<file path="config.mk">
export PLATFORM = sky130hd
export DESIGN_NAME = mem_port_arbiter
export DESIGN_NICKNAME = d
export VERILOG_FILES = /design/src/rtl/mem_port_arbiter.sv
export SDC_FILE = /design/constraint.sdc
export NUM_CORES = 1
export LEC_CHECK = 0
export BUFFER_PORTS_ARGS = -buffer_cell sky130_fd_sc_hd__buf_2
export CAP_MARGIN = 20
export CORE_ASPECT_RATIO = 1.2
export CORE_MARGIN = 2
export CORE_UTILIZATION = 50
export DETAILED_ROUTE_END_ITERATION = 16
export GPL_ROUTABILITY_DRIVEN = 0
export PLACE_DENSITY = 0.84
export SYNTH_ARGS = -nofsm -noshare
export SYNTH_HDL_FRONTEND = slang
export SYNTH_SLANG_ARGS = --single-unit
</file>
<file path="constraint.sdc">
create_clock -name clk -period 4.45 [get_ports clk]
set_input_delay 0.89 -clock clk [delete_from_list [all_inputs] [get_ports clk]]
set_output_delay 0.89 -clock clk [all_outputs]
set_load 0.005 [all_outputs]
</file>
<file path="src/rtl/mem_port_arbiter.sv">
// Fair two-port arbiter: serializes CPU fetch (A) and load/store (B) ports onto one word-memory port.
// Access is latched at grant; resp is a one-cycle pulse on the serviced port.
module mem_port_arbiter #(
   parameter int ADDR_WIDTH = 16,
   parameter int DATA_WIDTH = 16
) (
   input  logic                    clk,
   input  logic                    rst,
   input  logic                    read_a,
   input  logic                    write_a,
   input  logic [DATA_WIDTH/8-1:0] wmask_a,
   input  logic [ADDR_WIDTH-1:0]   address_a,
   input  logic [DATA_WIDTH-1:0]   wdata_a,
   output logic                    resp_a,
   output logic [DATA_WIDTH-1:0]   rdata_a,
   input  logic                    read_b,
   input  logic                    write_b,
   input  logic [DATA_WIDTH/8-1:0] wmask_b,
   input  logic [ADDR_WIDTH-1:0]   address_b,
   input  logic [DATA_WIDTH-1:0]   wdata_b,
   output logic                    resp_b,
   output logic [DATA_WIDTH-1:0]   rdata_b,
   output logic                    mem_read,
   output logic                    mem_write,
   output logic [DATA_WIDTH/8-1:0] mem_wmask,
   output logic [ADDR_WIDTH-1:0]   mem_address,
   output logic [DATA_WIDTH-1:0]   mem_wdata,
   input  logic                    mem_resp,
   input  logic [DATA_WIDTH-1:0]   mem_rdata
);

   localparam int MW = DATA_WIDTH / 8;

   typedef enum logic [2:0] {IDLE, GRANT_A, GRANT_B, RESP_A, RESP_B} state_t;

   state_t                  state_q, state_d;
   logic                    last_b_q, last_b_d;
   logic                    op_wr_q, op_wr_d;
   logic [ADDR_WIDTH-1:0]   addr_q, addr_d;
   logic [DATA_WIDTH-1:0]   wdata_q, wdata_d;
   logic [MW-1:0]           wmask_q, wmask_d;
   logic [DATA_WIDTH-1:0]   rdata_a_q, rdata_a_d;
   logic [DATA_WIDTH-1:0]   rdata_b_q, rdata_b_d;

   logic req_a, req_b, pick_b, granted;

   assign req_a  = read_a | write_a;
   assign req_b  = read_b | write_b;
   // On a conflict the port that did not win last time goes first.
   assign pick_b = req_b & (~req_a | ~last_b_q);

   always_comb begin
      state_d   = state_q;
      last_b_d  = last_b_q;
      op_wr_d   = op_wr_q;
      addr_d    = addr_q;
      wdata_d   = wdata_q;
      wmask_d   = wmask_q;
      rdata_a_d = rdata_a_q;
      rdata_b_d = rdata_b_q;
      case (state_q)
         IDLE: begin
            if (req_a | req_b) begin
               state_d  = pick_b ? GRANT_B : GRANT_A;
               last_b_d = pick_b;
               op_wr_d  = pick_b ? write_b : write_a;
               addr_d   = pick_b ? address_b : address_a;
               wdata_d  = pick_b ? wdata_b : wdata_a;
               wmask_d  = pick_b ? wmask_b : wmask_a;
            end
         end
         GRANT_A: begin
            if (mem_resp) begin
               state_d = RESP_A;
               if (!op_wr_q) rdata_a_d = mem_rdata;
            end
         end
         GRANT_B: begin
            if (mem_resp) begin
               state_d = RESP_B;
               if (!op_wr_q) rdata_b_d = mem_rdata;
            end
         end
         RESP_A:  state_d = IDLE;
         RESP_B:  state_d = IDLE;
         default: state_d = IDLE;
      endcase
   end

   always_ff @(posedge clk or posedge rst) begin
      if (rst) begin
         state_q   <= IDLE;
         last_b_q  <= 1'b0;
         op_wr_q   <= 1'b0;
         addr_q    <= '0;
         wdata_q   <= '0;
         wmask_q   <= '0;
         rdata_a_q <= '0;
         rdata_b_q <= '0;
      end else begin
         state_q   <= state_d;
         last_b_q  <= last_b_d;
         op_wr_q   <= op_wr_d;
         addr_q    <= addr_d;
         wdata_q   <= wdata_d;
         wmask_q   <= wmask_d;
         rdata_a_q <= rdata_a_d;
         rdata_b_q <= rdata_b_d;
      end
   end

   // Downstream signals decode only from state and the latched access.
   assign granted     = (state_q == GRANT_A) || (state_q == GRANT_B);
   assign mem_read    = granted & ~op_wr_q;
   assign mem_write   = granted & op_wr_q;
   assign mem_wmask   = mem_write ? wmask_q : '0;
   assign mem_address = granted ? addr_q : '0;
   assign mem_wdata   = mem_write ? wdata_q : '0;
   assign resp_a      = (state_q == RESP_A);
   assign resp_b      = (state_q == RESP_B);
   assign rdata_a     = rdata_a_q;
   assign rdata_b     = rdata_b_q;

endmodule

</file>
Yosys cells after proc, flatten, opt, wreduce, memory -nomap -nowiden
Cells that the tools add are included.

Equality and inequality tests: 7. Multiplexer cells: 12. Bitwise gates (word level): 10. Reductions and logical operators: 6.

Operator list (count): 16-bit 2-to-1 mux (4); 3-bit 2-to-1 mux (3); 3-bit one-hot mux with 3 select lines (1); 3-bit AND reduction (3); 3-bit by 2-bit == test with 1-bit output (second input constant) (2); 2-bit 2-to-1 mux (3); 2-bit != test (second input constant) (3); 1-bit bitwise OR (4); 1-bit AND (3); 3-bit by 1-bit == test with 1-bit output (second input constant) (1); 3-bit == test (second input constant) (1); 3-bit logical NOT (1); 1-bit inverter (3); 2-bit AND reduction (1); 1-bit logical OR (1); 1-bit 2-to-1 mux (1).

Register bits: 71. Input port bits: 91. Output and inout port bits: 70. Logic and storage cells: 43.

Logic depth before layout (Yosys ltp)
Word-level depth: 7. Mapped depth: 6. Depth with buffers taken out: 3.

Least setup slack after synthesis
Ideal clock, no wire load.

Path kind: reg2out. Start: register state_q[0]. End: output mem_wdata[10]. Data arrival time: 1.282 ns. Required time: 3.560 ns. Setup slack: 2.278 ns. Cell stages (with the launch flop): 6. Path buffers: 2. Cells stage by stage: dfrtp_1 -> buf_4 -> xnor2_1 -> nor2_1 -> clkbuf_1 -> and3_1.

Cells in the longest elaborated chain, start to end: 4. Elaborated cells on any way between the ends: 5. Those cells by class: eq/ne (2); mux (1); bitwise (1); reduce/logical (1).

Ends and longest elaborated chain: start, declared (line 36) `state_t state_q, state_d;`; start signal, assigned (line 101) `state_q <= state_d;`; 3-bit by 1-bit == test with 1-bit output / 3-bit by 2-bit == test with 1-bit output (equally long branches) (line 113) `assign granted = (state_q == GRANT_A) || (state_q == GRANT_B);`; 1-bit logical OR (*) (line 113); 1-bit AND (*) (line 115) `assign mem_write = granted & op_wr_q;`; 16-bit 2-to-1 mux (*) (line 118) `assign mem_wdata = mem_write ? wdata_q : '0;`; end, declared (line 27) `output logic [DATA_WIDTH-1:0] mem_wdata,`.

Every way passes the cells marked *; elsewhere a longest branch is shown, timed or not.

Final worst setup path
Start: register state_q[1]. End: output mem_wdata[15].

The elaborated chain is that of the path after synthesis.

==> results.sh <==
export IMPL_outcome="finished clean"
export IMPL_cp_max_fo=20
export IMPL_dr_pass1_iters=6
export IMPL_netlist_instances=302
export IMPL_rows=35
export IMPL_area_growth_syn_to_layout_pct=26.6
export IMPL_core_area_um2=7710
export IMPL_min_period_ns=2.98
export IMPL_synth_compound_area_frac=0.299
export IMPL_yosysTopAreaCell="dfrtp_1"
export IMPL_synth_top_family_by_area="compound AO/OA/AOI/OAI gates"
export IMPL_cpMaxStageDelayCell="dfrtp_1"
export IMPL_hold_violations=0
export IMPL_cts_root_buf="clkbuf_8"
export IMPL_synth_cell_types=35
export IMPL_rr_startpoint="state_q[1]"
export IMPL_synth_seq_cells=71
export IMPL_maxCapViolations=0
export IMPL_yosys_area_share_adder=0
export IMPL_drive_above_1_share=0.605
export IMPL_synth_area_per_cell_um2=13.2
export IMPL_slew_headroom=0.347
export IMPL_overflow=0
export IMPL_cts_hold_buffers=0
export IMPL_whs_ns=0.494
export IMPL_startpoint_type="flop"
export IMPL_hpwl_um=7060
export IMPL_start_util=0.517
export IMPL_slew_violations=0
export IMPL_drt_iter0_drc=115
export IMPL_synth_area_top_cells="dfrtp_1 (45%), a2bb2oi_2 (11%), a311oi_2 (10%), o21ai_0 (4.4%), mux2_2 (3.7%)"
export IMPL_drc=0
export IMPL_num_nets_final=537
export IMPL_setup_tns_ns=0
export IMPL_pin_count=161
export IMPL_fmax_mhz=335
export IMPL_critical_path_max_stage_delay_ns=0.56
export IMPL_yosysSeqAreaShare=0.446
export IMPL_antenna_found_initial=0
export IMPL_cts_resized=0
export IMPL_grt_max_degree=45
export IMPL_synth_net_count=393
export IMPL_h_tree_depth=3
export IMPL_synthesis_area_um2=3990
export IMPL_clkSlewWorstSetupHoldPaths_ns=0.08
export IMPL_yosysWarnings=0
export IMPL_synthSimpleGateAreaFrac=0.0941
export IMPL_postRouteAntennaNets=0
export IMPL_async_reset_ff_frac=1.00
export IMPL_crit_chain="xnor2_1, nor2_2, buf_8, and3_1, buf_2"
export IMPL_power_density_nw_per_um2=765
export IMPL_finalSetupViolCount=0
export IMPL_synth_mux_area_frac=0.102
export IMPL_min_path_type="reg -> reg"
export IMPL_synth_xor_area_frac=0.00220
export IMPL_endpoint_kind="primary output"
export IMPL_p_leak_nw=2.39
export IMPL_dieWidth_um=85.5
export IMPL_clock_sinks=71
export IMPL_ir_worst_vdd_v=0.000396
export IMPL_via_per_inst=5.89
export IMPL_critical_path_required_ns=3.56
export IMPL_yosysMostFrequentCell="dfrtp_1"
export IMPL_postRouteWirelength_um=10300
export IMPL_clk_latency_ns=0.35
export IMPL_first_global_vias=3172
export IMPL_cts_buffers=9
export IMPL_critical_path_class="reg -> out"
export IMPL_grt_pass1_wl_um=16200
export IMPL_die_area_um2=8710
export IMPL_io_buffers=160
export IMPL_synth_top_area_frac=0.446
export IMPL_tightest_slew_ns=0.979
export IMPL_fin_skew_ns=0.0108
export IMPL_cp_startpoint="state_q[1]"
export IMPL_cts_tree="yes"
export IMPL_rsz0062_at_grt="false"
export IMPL_crit_path_end="mem_wdata[15]"
export IMPL_via_count=3199
export IMPL_synth_flop_cell="dfrtp_1"
export IMPL_postCtsSetupBuffers=0
export IMPL_cp_arrival_ns=2.09
export IMPL_rrSetupSlack_ns=2.12
export IMPL_synthTopCellsByCount="dfrtp_1 (71), o21ai_0 (35), a2bb2oi_2 (29)"
export IMPL_hp_start="rdata_a[8]"
export IMPL_ctsLongestPathBuffers=2
export IMPL_dieHeight_um=102
export IMPL_total_power_mw=3.86
export IMPL_reg2reg_to="addr_q[10]"
export IMPL_worstRegToRegCells=4
export IMPL_synth_edf_count=0
export IMPL_min_period_over_period=0.670
export IMPL_fillers=610
export IMPL_routedWlPerCell_um=19.0
export IMPL_antenna_cells=0
export IMPL_grt_usage=0.241
-- worst max-delay path, delay by kind of cell, from the launching register on --
family                 cells  cell delay (ns)
buffers and inverters      2             0.35
XOR/XNOR                   1             0.17
AND/OR/NAND/NOR            2             0.66
flip-flops                 1             0.56
-- cell usage in the layout (no fill, tap or decap), types with 2 or more instances in the layout --
cell / instances
bufinv_16: 3
and2_1: 17
and3_1: 18
a311oi_1: 7
mux2_2: 13
clkbuf_8: 10
nor2_2: 2
buf_8: 2
a2bb2oi_2: 29
mux2_4: 9
dfrtp_1: 71
a2bb2oi_1: 6
buf_16: 2
buf_2: 160
a311oi_2: 27
mux2_1: 11
inv_6: 2
o21a_1: 2
nand3b_4: 2
o21ai_0: 35
nor3_1: 2
buf_4: 3
-- final cells by class --
class	instances	area [um^2]	area share
Clock buffer	10	138	0.0273
Clock inverter	6	115	0.0228
Inverter	1	3.75	0.000743
Timing Repair Buffer	167	908	0.180
Tap cell	92	115	0.0228
Sequential cell	71	1780	0.352
Multi-Input combinational cell	196	1990	0.395
-- through the flow --
step | std cells | util | setup slack (ns) | area [um^2]
2_1_floorplan | 302 | - | 1.76 | 3990
3_3_place_gp | 523 | 0.611 | 1.66 | 4710
3_5_place_dp | 525 | 0.619 | 1.58 | 4770
4_1_cts | 541 | 0.651 | 1.20 | 5020
5_1_grt | 543 | 0.655 | 1.32 | 5050
6_report | 543 | 0.655 | 1.47 | 5050
-- metal layers --
metal	share of wire	GRT usage	vias to the layer above	wire length, um
li1	-	-	1451	-
met1	0.43	0.297	1607	4400
met2	0.50	0.424	128	5120
met3	0.064	0.0557	13	660
met4	0.013	0.0672	0	129
met5	0	0	-	0
-- worst min path at each step --
| stage | end | slack (ns) | cells after the start |
|---|---|---|---|
| 5_1_grt | rdata_b[12] | 0.52 | 1 |
| 3_5_place_dp | rdata_a[8] | 0.48 | 1 |
| 6_report | rdata_a[8] | 0.49 | 1 |
| 3_3_place_gp | rdata_a[6] | 0.47 | 1 |
| 2_1_floorplan | addr_q[11] | 0.49 | 1 |
| 4_1_cts | rdata_a[8] | 0.50 | 1 |
-- logic make-up (layout without fill, tap and decap cells) --
group / after synthesis / count (layout)
multiplexers: 33 / 33
AND/OR/NAND/NOR: 50 / 50
buffers and inverters: 35 / 184
AO/OA/AOI/OAI: 112 / 112
flip-flops: 71 / 71
XOR/XNOR: 1 / 1
-- state kept, by name (all words and copies together), names as in the netlist --
register / count
addr_q: 16
state_q: 3
rdata_b: 16
last_b_q: 1
op_wr_q: 1
wdata_q: 16
rdata_a: 16
wmask_q: 2
-- report_power, final --
| part | total (mW) | leakage, nW | internal, mW | switching (mW) |
|---|---|---|---|---|
| clock | 0.654 | 0.124 | 0.392 | 0.263 |
| sequential | 1.23 | 0.832 | 0.977 | 0.251 |
| combinational | 1.98 | 1.44 | 1.09 | 0.886 |
No activity file was read; power rests on OpenSTA's default activity.
